### src/rtl/fpmult_radix_iter.sv
// Iterative fixed-point multiplier: c = (a*b) >> d, retiring k multiplier bits per cycle.
// Optional build macro FPMULT_SAT_EN clamps out-of-range results instead of wrapping.
module fpmult_radix_iter #(
   parameter int n     = 32,
   parameter int d     = 16,
   parameter int sign  = 1,
   parameter int k     = 4,
   parameter int round = 0
) (
   input  logic         clk,
   input  logic         reset,
   input  logic         recv_val,
   output logic         recv_rdy,
   input  logic [n-1:0] a,
   input  logic [n-1:0] b,
   output logic         send_val,
   input  logic         send_rdy,
   output logic [n-1:0] c
);

   localparam int ITERS = n / k;
   localparam int CW    = (ITERS > 1) ? $clog2(ITERS) : 1;

   typedef logic [2*n-1:0] dword_t;
   typedef logic [n-1:0]   word_t;
   typedef logic [CW-1:0]  cnt_t;
   typedef enum logic [1:0] {S_IDLE, S_CALC, S_DONE} state_t;

   localparam dword_t RND_ONE = dword_t'(1);
   localparam dword_t RND     = (round != 0 && d > 0) ? (RND_ONE << ((d > 0) ? d - 1 : 0)) : '0;
   localparam cnt_t   LAST    = cnt_t'(ITERS - 1);

   if (k < 1 || k > n || (n % k) != 0) begin : g_bad_k
      $error("fpmult_radix_iter: k must satisfy 1 <= k <= n and divide n");
   end
   if (d < 0 || d >= n) begin : g_bad_d
      $error("fpmult_radix_iter: d must satisfy 0 <= d < n");
   end

   state_t state_q, state_d;
   logic   recv_rdy_q, recv_rdy_d;
   logic   send_val_q, send_val_d;
   word_t  c_q, c_d;
   dword_t acc_q, acc_d;
   dword_t a_sh_q, a_sh_d;
   word_t  b_sh_q, b_sh_d;
   cnt_t   cnt_q, cnt_d;

   logic   last_iter;
   dword_t iter_sum;
   dword_t acc_next;
   dword_t p;
   word_t  c_next;

   // a_sh_q holds a_ext already shifted by i*k and b_sh_q the not-yet-retired multiplier bits,
   // so each iteration only looks at a fixed k-bit window.
   always_comb begin
      last_iter = (cnt_q == LAST);
      iter_sum  = '0;
      for (int j = 0; j < k; j++) begin
         if (b_sh_q[j]) begin
            // b[n-1] carries negative weight for two's-complement operands
            if (sign != 0 && last_iter && j == k - 1) begin
               iter_sum = iter_sum - (a_sh_q << j);
            end else begin
               iter_sum = iter_sum + (a_sh_q << j);
            end
         end
      end
      acc_next = acc_q + iter_sum;
      p        = acc_next + RND;
   end

`ifdef FPMULT_SAT_EN
   localparam dword_t SMAX = {{(n+1){1'b0}}, {(n-1){1'b1}}};
   localparam dword_t SMIN = {{(n+1){1'b1}}, {(n-1){1'b0}}};
   localparam dword_t UMAX = {{n{1'b0}}, {n{1'b1}}};
   dword_t q;

   always_comb begin
      if (sign != 0) begin
         q = $unsigned($signed(p) >>> d);
      end else begin
         q = p >> d;
      end
      c_next = word_t'(q);
      if (sign != 0) begin
         if ($signed(q) > $signed(SMAX)) begin
            c_next = {1'b0, {(n-1){1'b1}}};
         end else if ($signed(q) < $signed(SMIN)) begin
            c_next = {1'b1, {(n-1){1'b0}}};
         end
      end else if (q > UMAX) begin
         c_next = {n{1'b1}};
      end
   end
`else
   // Bits [n+d-1:d] of p are the same under logical or arithmetic shift since d < n.
   always_comb begin
      c_next = word_t'(p >> d);
   end
`endif

   always_comb begin
      state_d    = state_q;
      recv_rdy_d = recv_rdy_q;
      send_val_d = send_val_q;
      c_d        = c_q;
      acc_d      = acc_q;
      a_sh_d     = a_sh_q;
      b_sh_d     = b_sh_q;
      cnt_d      = cnt_q;
      case (state_q)
         S_IDLE: begin
            if (recv_val) begin
               a_sh_d     = (sign != 0) ? {{n{a[n-1]}}, a} : {{n{1'b0}}, a};
               b_sh_d     = b;
               acc_d      = '0;
               cnt_d      = '0;
               recv_rdy_d = 1'b0;
               state_d    = S_CALC;
            end
         end
         S_CALC: begin
            acc_d  = acc_next;
            a_sh_d = a_sh_q << k;
            b_sh_d = b_sh_q >> k;
            cnt_d  = cnt_t'(cnt_q + 1'b1);
            if (last_iter) begin
               c_d        = c_next;
               send_val_d = 1'b1;
               state_d    = S_DONE;
            end
         end
         S_DONE: begin
            if (send_rdy) begin
               send_val_d = 1'b0;
               recv_rdy_d = 1'b1;
               state_d    = S_IDLE;
            end
         end
         default: begin
            send_val_d = 1'b0;
            recv_rdy_d = 1'b1;
            state_d    = S_IDLE;
         end
      endcase
   end

   always_ff @(posedge clk) begin
      if (reset) begin
         state_q    <= S_IDLE;
         recv_rdy_q <= 1'b1;
         send_val_q <= 1'b0;
         c_q        <= '0;
         acc_q      <= '0;
         a_sh_q     <= '0;
         b_sh_q     <= '0;
         cnt_q      <= '0;
      end else begin
         state_q    <= state_d;
         recv_rdy_q <= recv_rdy_d;
         send_val_q <= send_val_d;
         c_q        <= c_d;
         acc_q      <= acc_d;
         a_sh_q     <= a_sh_d;
         b_sh_q     <= b_sh_d;
         cnt_q      <= cnt_d;
      end
   end

   assign recv_rdy = recv_rdy_q;
   assign send_val = send_val_q;
   assign c        = c_q;

endmodule

### config.mk
export PLATFORM = sky130hd
export DESIGN_NAME = fpmult_radix_iter
export DESIGN_NICKNAME = d
export VERILOG_FILES = /design/src/rtl/fpmult_radix_iter.sv
export SDC_FILE = /design/constraint.sdc
export NUM_CORES = 1
export LEC_CHECK = 0
export CAP_MARGIN = 20
export CORE_MARGIN = 1
export CORE_UTILIZATION = 45
export DETAILED_ROUTE_END_ITERATION = 7
export PLACE_DENSITY = 0.69
export SLEW_MARGIN = 20
export SYNTH_ARGS = -nofsm -noshare
export SYNTH_HDL_FRONTEND = slang
export SYNTH_SLANG_ARGS = --single-unit
### constraint.sdc
create_clock -name clk -period 13.2 [get_ports clk]
set_input_delay 3.96 -clock clk [delete_from_list [all_inputs] [get_ports clk]]
set_output_delay 3.96 -clock clk [all_outputs]
set_load 0.005 [all_outputs]
Word-level counts from Yosys, hierarchy flattened
Cells that the tools add are included.
- register bits after elaboration: 199
- input bits: 68
- output and inout port bits: 34
- reductions and logical operators: 7
- add/sub/neg operators: 6
- muxes and demuxes: 23
- bitwise operators: 2
- equality and inequality tests: 6
- operator list (kind ; count):
    $mux W64 ; 7
    $add A64 B64 Y64 ; 4
    $pmux W64 S2 ; 2
    $pmux W32 S2 ; 1
    $sub A64 B64 Y64 ; 1
    $mux W32 ; 1
    $reduce_and A3 Y1 ; 3
    $mux W2 ; 3
    $ne A2 B2 Y1 const B ; 3
    $pmux W1 S3 ; 2
    $pmux W2 S3 ; 1
    $pmux W3 S2 ; 1
    $mux W1 ; 4
    $reduce_and A2 Y1 ; 2
    $add A3 B1 Y3 const B ; 1
    $eq A3 B3 Y1 const B ; 1
    $mux W3 ; 1
    $eq A2 B1 Y1 const B ; 1
    $eq A2 B2 Y1 const B ; 1
    $logic_not A2 Y1 ; 1
    $not A1 Y1 ; 2
    $reduce_bool A2 Y1 ; 1

Depth between registers and ports, before layout
- depth in word-level cells: 10
- depth in mapped cells: 57

Worst setup path before layout
OpenSTA, ideal clock, no wires.
- path type: reg-to-reg
- from: reg b_sh_q[0]
- to: reg c_q[31], in the netlist c[31]
- cell stages (with the launch flop): 55
- setup slack: 3.424 ns
- path buffers: 7
- data arrival time: 9.659 ns
- setup time: 0.117 ns
- cells stage by stage: dfxtp_1 buf_6 buf_6 buf_6 buf_2 clkbuf_1 clkbuf_1 nand2_1 inv_1 ha_1 clkbuf_1 a31o_2 a311o_1 a21oi_1 mux2i_1 o21ai_0 a21oi_1 a21oi_1 [... 19 more ...] a21oi_1 xor2_1 a21oi_1 ha_1 a21o_1 a21o_1 a21oi_1 o21bai_1 a21oi_1 nor2b_1 o21ai_0 nand2_1 a31oi_1 xnor2_1 xnor3_1 nor2b_1 mux2i_1 nand2_1
- cells in the longest elaborated chain, start to end: 9
- elaborated cells between the ends (all ways): 10
- RTL lines (element ; RTL line ; RTL):
    start, declared ; 46 ; word_t b_sh_q, b_sh_d;
    start signal, assigned ; 167 ; b_sh_q <= b_sh_d;
    $mux W64 (*) ; 61 ; if (b_sh_q[j]) begin
    $add A64 B64 Y64 ; 66 ; iter_sum = iter_sum + (a_sh_q << j);
    $mux W64 (*) ; 61 ;
    $add A64 B64 Y64 ; 66 ;
    $mux W64 (*) ; 61 ;
    $add A64 B64 Y64 or $sub A64 B64 Y64 (tied branches) ; 66, 64 ;
    $mux W64 ; 63 ; if (sign != 0 && last_iter && j == k - 1) begin
    $mux W64 (*) ; 61 ;
    $add A64 B64 Y64 (*) ; 70 ; acc_next = acc_q + iter_sum;
    end signal, assigned ; 155 ; c_q <= '0;
    end signal, assigned ; 164 ; c_q <= c_d;
    end, declared ; 43 ; word_t c_q, c_d;
Every way passes the cells marked *; elsewhere a longest branch is shown, timed or not.
A chain may end at the register's enable or synchronous reset.

Worst setup path in the final report
Same ends and word-level chain as after synthesis.

==> results.cfg <==
[placement]
placement.io_buffers = 101
globalplace.congestion = 0.9712
dp_worst_setup_slack_ns = 2.177
hpwlAfterDp_um = 51570
placed_cells_incl_taps = 3421
dpl-instance-area_um2 = 21570

[clock_tree]
cts_buffers = 17
postCtsSetupRepairBufs = 0
cts-root-to-sink-buffers = 2
cts-htree-levels = 4
tritoncts_clock_tree = yes
clk_root_buffer_cell = clkbuf_16
worst_setup_hold_path_clk_slew_ns = 0.07
cts_num_sinks = 167
cts_hold_repair.buffers = 0
cts_repair_resize_count = 0
clk-insertion-delay-late_ns = 0.50

[min_path]
hold_path.class = reg2reg
hold-path-cell-count = 2
holdPathEnd = c[15]
timing.hold.worst.start = c[15]

[synth]
synth-edff-count = 0
cell_types_with_the_highest_counts_after_synthesis = nor2_1 (380), a21oi_1 (334), nand2_1 (266)
netlist-cell-type-count = 107
synth_area_leaders = dfxtp_1 (16%), ha_1 (11%), a21oi_1 (8.2%)
syn-mean-instance-area_um2 = 7.063
synth_most_common_cell = nor2_1
yosysTopAreaCell = dfxtp_1
asyncSetResetFlopFracSynth_pct = 0
yosysSeqAreaShare_pct = 16.44
ys.flop_type = dfxtp_1
yosysWarningCount = 0
postSynthRegisterBits = 167
synth.net_count = 3137
synth.top_cell.area_share_pct = 16.44
postSynthCellCount = 2880
netlist_area_before_placement_um2 = 20340

[worst_setup_path]
reg2reg_slack_ns = 1.87
kind_of_launch_point_of_the_worst_setup_path = flop
r2r-start = b_sh_q[0]
critPathRequiredTime_ns = 13.59
worstSetupPathType = reg2reg
worstSetupEndpointType = flop
cpPeakStageDelay_ns = 0.85
critical-path-top-cell-by-count = a21oi_1
crit_path_max_fanout = 36
crit_arrival_ns = 11.72
ff2ff_path_depth = 48
worst_r2r_endpoint = c[31]
cpMaxStageDelayCell = a2111oi_1
timing.critical_path.from = b_sh_q[0]

[final_layout]
area.growth.synth_to_final_pct = 8.784
fin_area_um2 = 22130
fin_nets = 3105
post_layout_nonfiller_instances = 3452
antenna_cells = 0
n_fill_cell = 4429
utilization_pct = 49.82
layout-drive-gt1-share_pct = 5.629

[power]
cell_internal_pwr_mw = 1.187
combinationalPowerShare_pct = 46.7
clkPwrFrac_pct = 24.5
p_switching_uw = 895.5
ir_drop_mv = 0.07971
power.switching_fraction_pct = 43.01
seq_power_share_pct = 28.8
leakage_nw = 9.641
cellPowerDensity_nw_per_um2 = 94.10

[routing]
post_route_wl_um = 67400
route.detailed.vias_per_inst = 6.107
dr_total_vias = 21080
drt_pass1_iterations = 8
drt_first_iter_violations = 2021
postRouteAntennaNets = 0
routed_wire_length_per_instance_um = 19.52
post-route-drc-count = 0

[sta]
worstMarginPinSlew_ns = 1.072
final-hold-violation-count = 0
clock_skew_ns = 0.01320
totalNegativeSetupSlack_ns = 0
final_period_utilization_pct = 85.87
timing.final.crit_period_ns = 11.33
rsz0062_at_grt = no
timing_max_transition_violations_final = 0
max_clock_freq_ghz = 0.08822
finalSetupViolations = 0
timing.final.ws_setup_ns = 1.865
max_slew_margin_pct = 28.24

[global_route]
globalRoute.totalOverflow = 0
first_pass_grt_wire_length_um = 108000
vias_in_the_first_global_route = 19870
grt_util_all_layers_pct = 28.97
grt_start_max_net_pins = 90
grt_antenna_before_repair = 0

[floorplanning]
std_cell_rows = 77
ios = 102
floorplan.die.width_um = 214.6
core_um2 = 44410
design.die.area_um2 = 46060
die_y_um = 214.6
floorplan.initialDensity_pct = 45.80

[outcome]
run_status = completed

[run]
maxCapViolations = 0
[critical path, delay by kind of cell, from the launching register on]
| kind | cells | cell delay, ns |
|---|---|---|
| xor+xnor | 4 | 0.87 |
| fa+ha+maj | 5 | 1.68 |
| buf+inv | 1 | 0.16 |
| flops | 1 | 0.71 |
| compound gates | 23 | 5.45 |
| mux | 3 | 0.65 |
| simple gates | 12 | 1.65 |
[sequential cells by signal (all words and copies together), names as in the netlist]
name,cells
a_sh_q,48
acc_q,48
send_val,1
cnt_q,3
b_sh_q,32
state_q,2
c,32
recv_rdy,1
[layout by cell type, fill, tap and decap left out, types with 25 or more instances in the layout]
master / count
a21oi_1: 334
nand2b_1: 29
clkdlybuf4s50_1: 99
mux2_2: 39
inv_1: 79
ha_1: 184
a21o_1: 97
nor2_1: 379
nor3_1: 83
a22oi_1: 78
nand2_1: 266
xor2_1: 68
a31oi_1: 30
nand4_1: 39
o21a_1: 25
nand3_1: 43
dfxtp_1: 161
a211oi_1: 36
xnor2_1: 147
and2_1: 40
o21bai_1: 26
nor2b_1: 73
o21ai_0: 146
[how the worst max path moves through the flow]
stage                 end  depth (start not counted)
global placement    c[31]                         48
CTS                 c[31]                         48
floorplan           c[31]                         54
finish              c[31]                         48
detailed placement  c[31]                         48
global route        c[31]                         48
[final cells by class]
cell class	count	area (um^2)	area share (%)
multi-input cells	2457	16000	72.32
clock buffers	18	429.2	1.939
flip-flops and latches	167	3353	15.15
well taps	592	740.7	3.347
clock inverters	13	132.6	0.5994
repair buffers	121	1154	5.213
inverters	84	315.3	1.425
[metrics by stage]
step | hold slack [ns] | power, mW
6_report | 0.4592 | 2.082
5_1_grt | 0.4858 | 2.217
4_1_cts | 0.4631 | 2.081
3_5_place_dp | 0.4509 | 1.568
3_3_place_gp | 0.4457 | 1.553
2_1_floorplan | 0.4315 | 1.326
[layer usage]
layer,global-route usage (%),vias to the layer above,share of wire [%]
li1,-,10300,-
met1,37.46,9993,44
met2,49.56,677,48
met3,3.291,110,5.2
met4,10.21,0,2.9
met5,0,-,0
[cell families after synthesis]
logic type | count (synthesis) | share of synthesized area (%)
AO/OA/AOI/OAI | 928 | 29.22
multiplexers | 57 | 3.045
XOR/XNOR | 218 | 9.584
buffers and inverters | 256 | 4.989
flip-flops | 167 | 16.44
AND/OR/NAND/NOR | 1063 | 24.85
adder cells (fa/ha/maj) | 191 | 11.88
[power groups by stage]
stage | Sequential [mW] | Clock (mW) | Combinational [mW]
5_1_grt | 0.606 | 0.538 | 1.07
3_3_place_gp | 0.610 | 0 | 0.943
2_1_floorplan | 0.574 | 0 | 0.753
3_5_place_dp | 0.611 | 0 | 0.957
6_report | 0.601 | 0.509 | 0.972
4_1_cts | 0.599 | 0.520 | 0.962
Power figures use the tool's default switching activity.
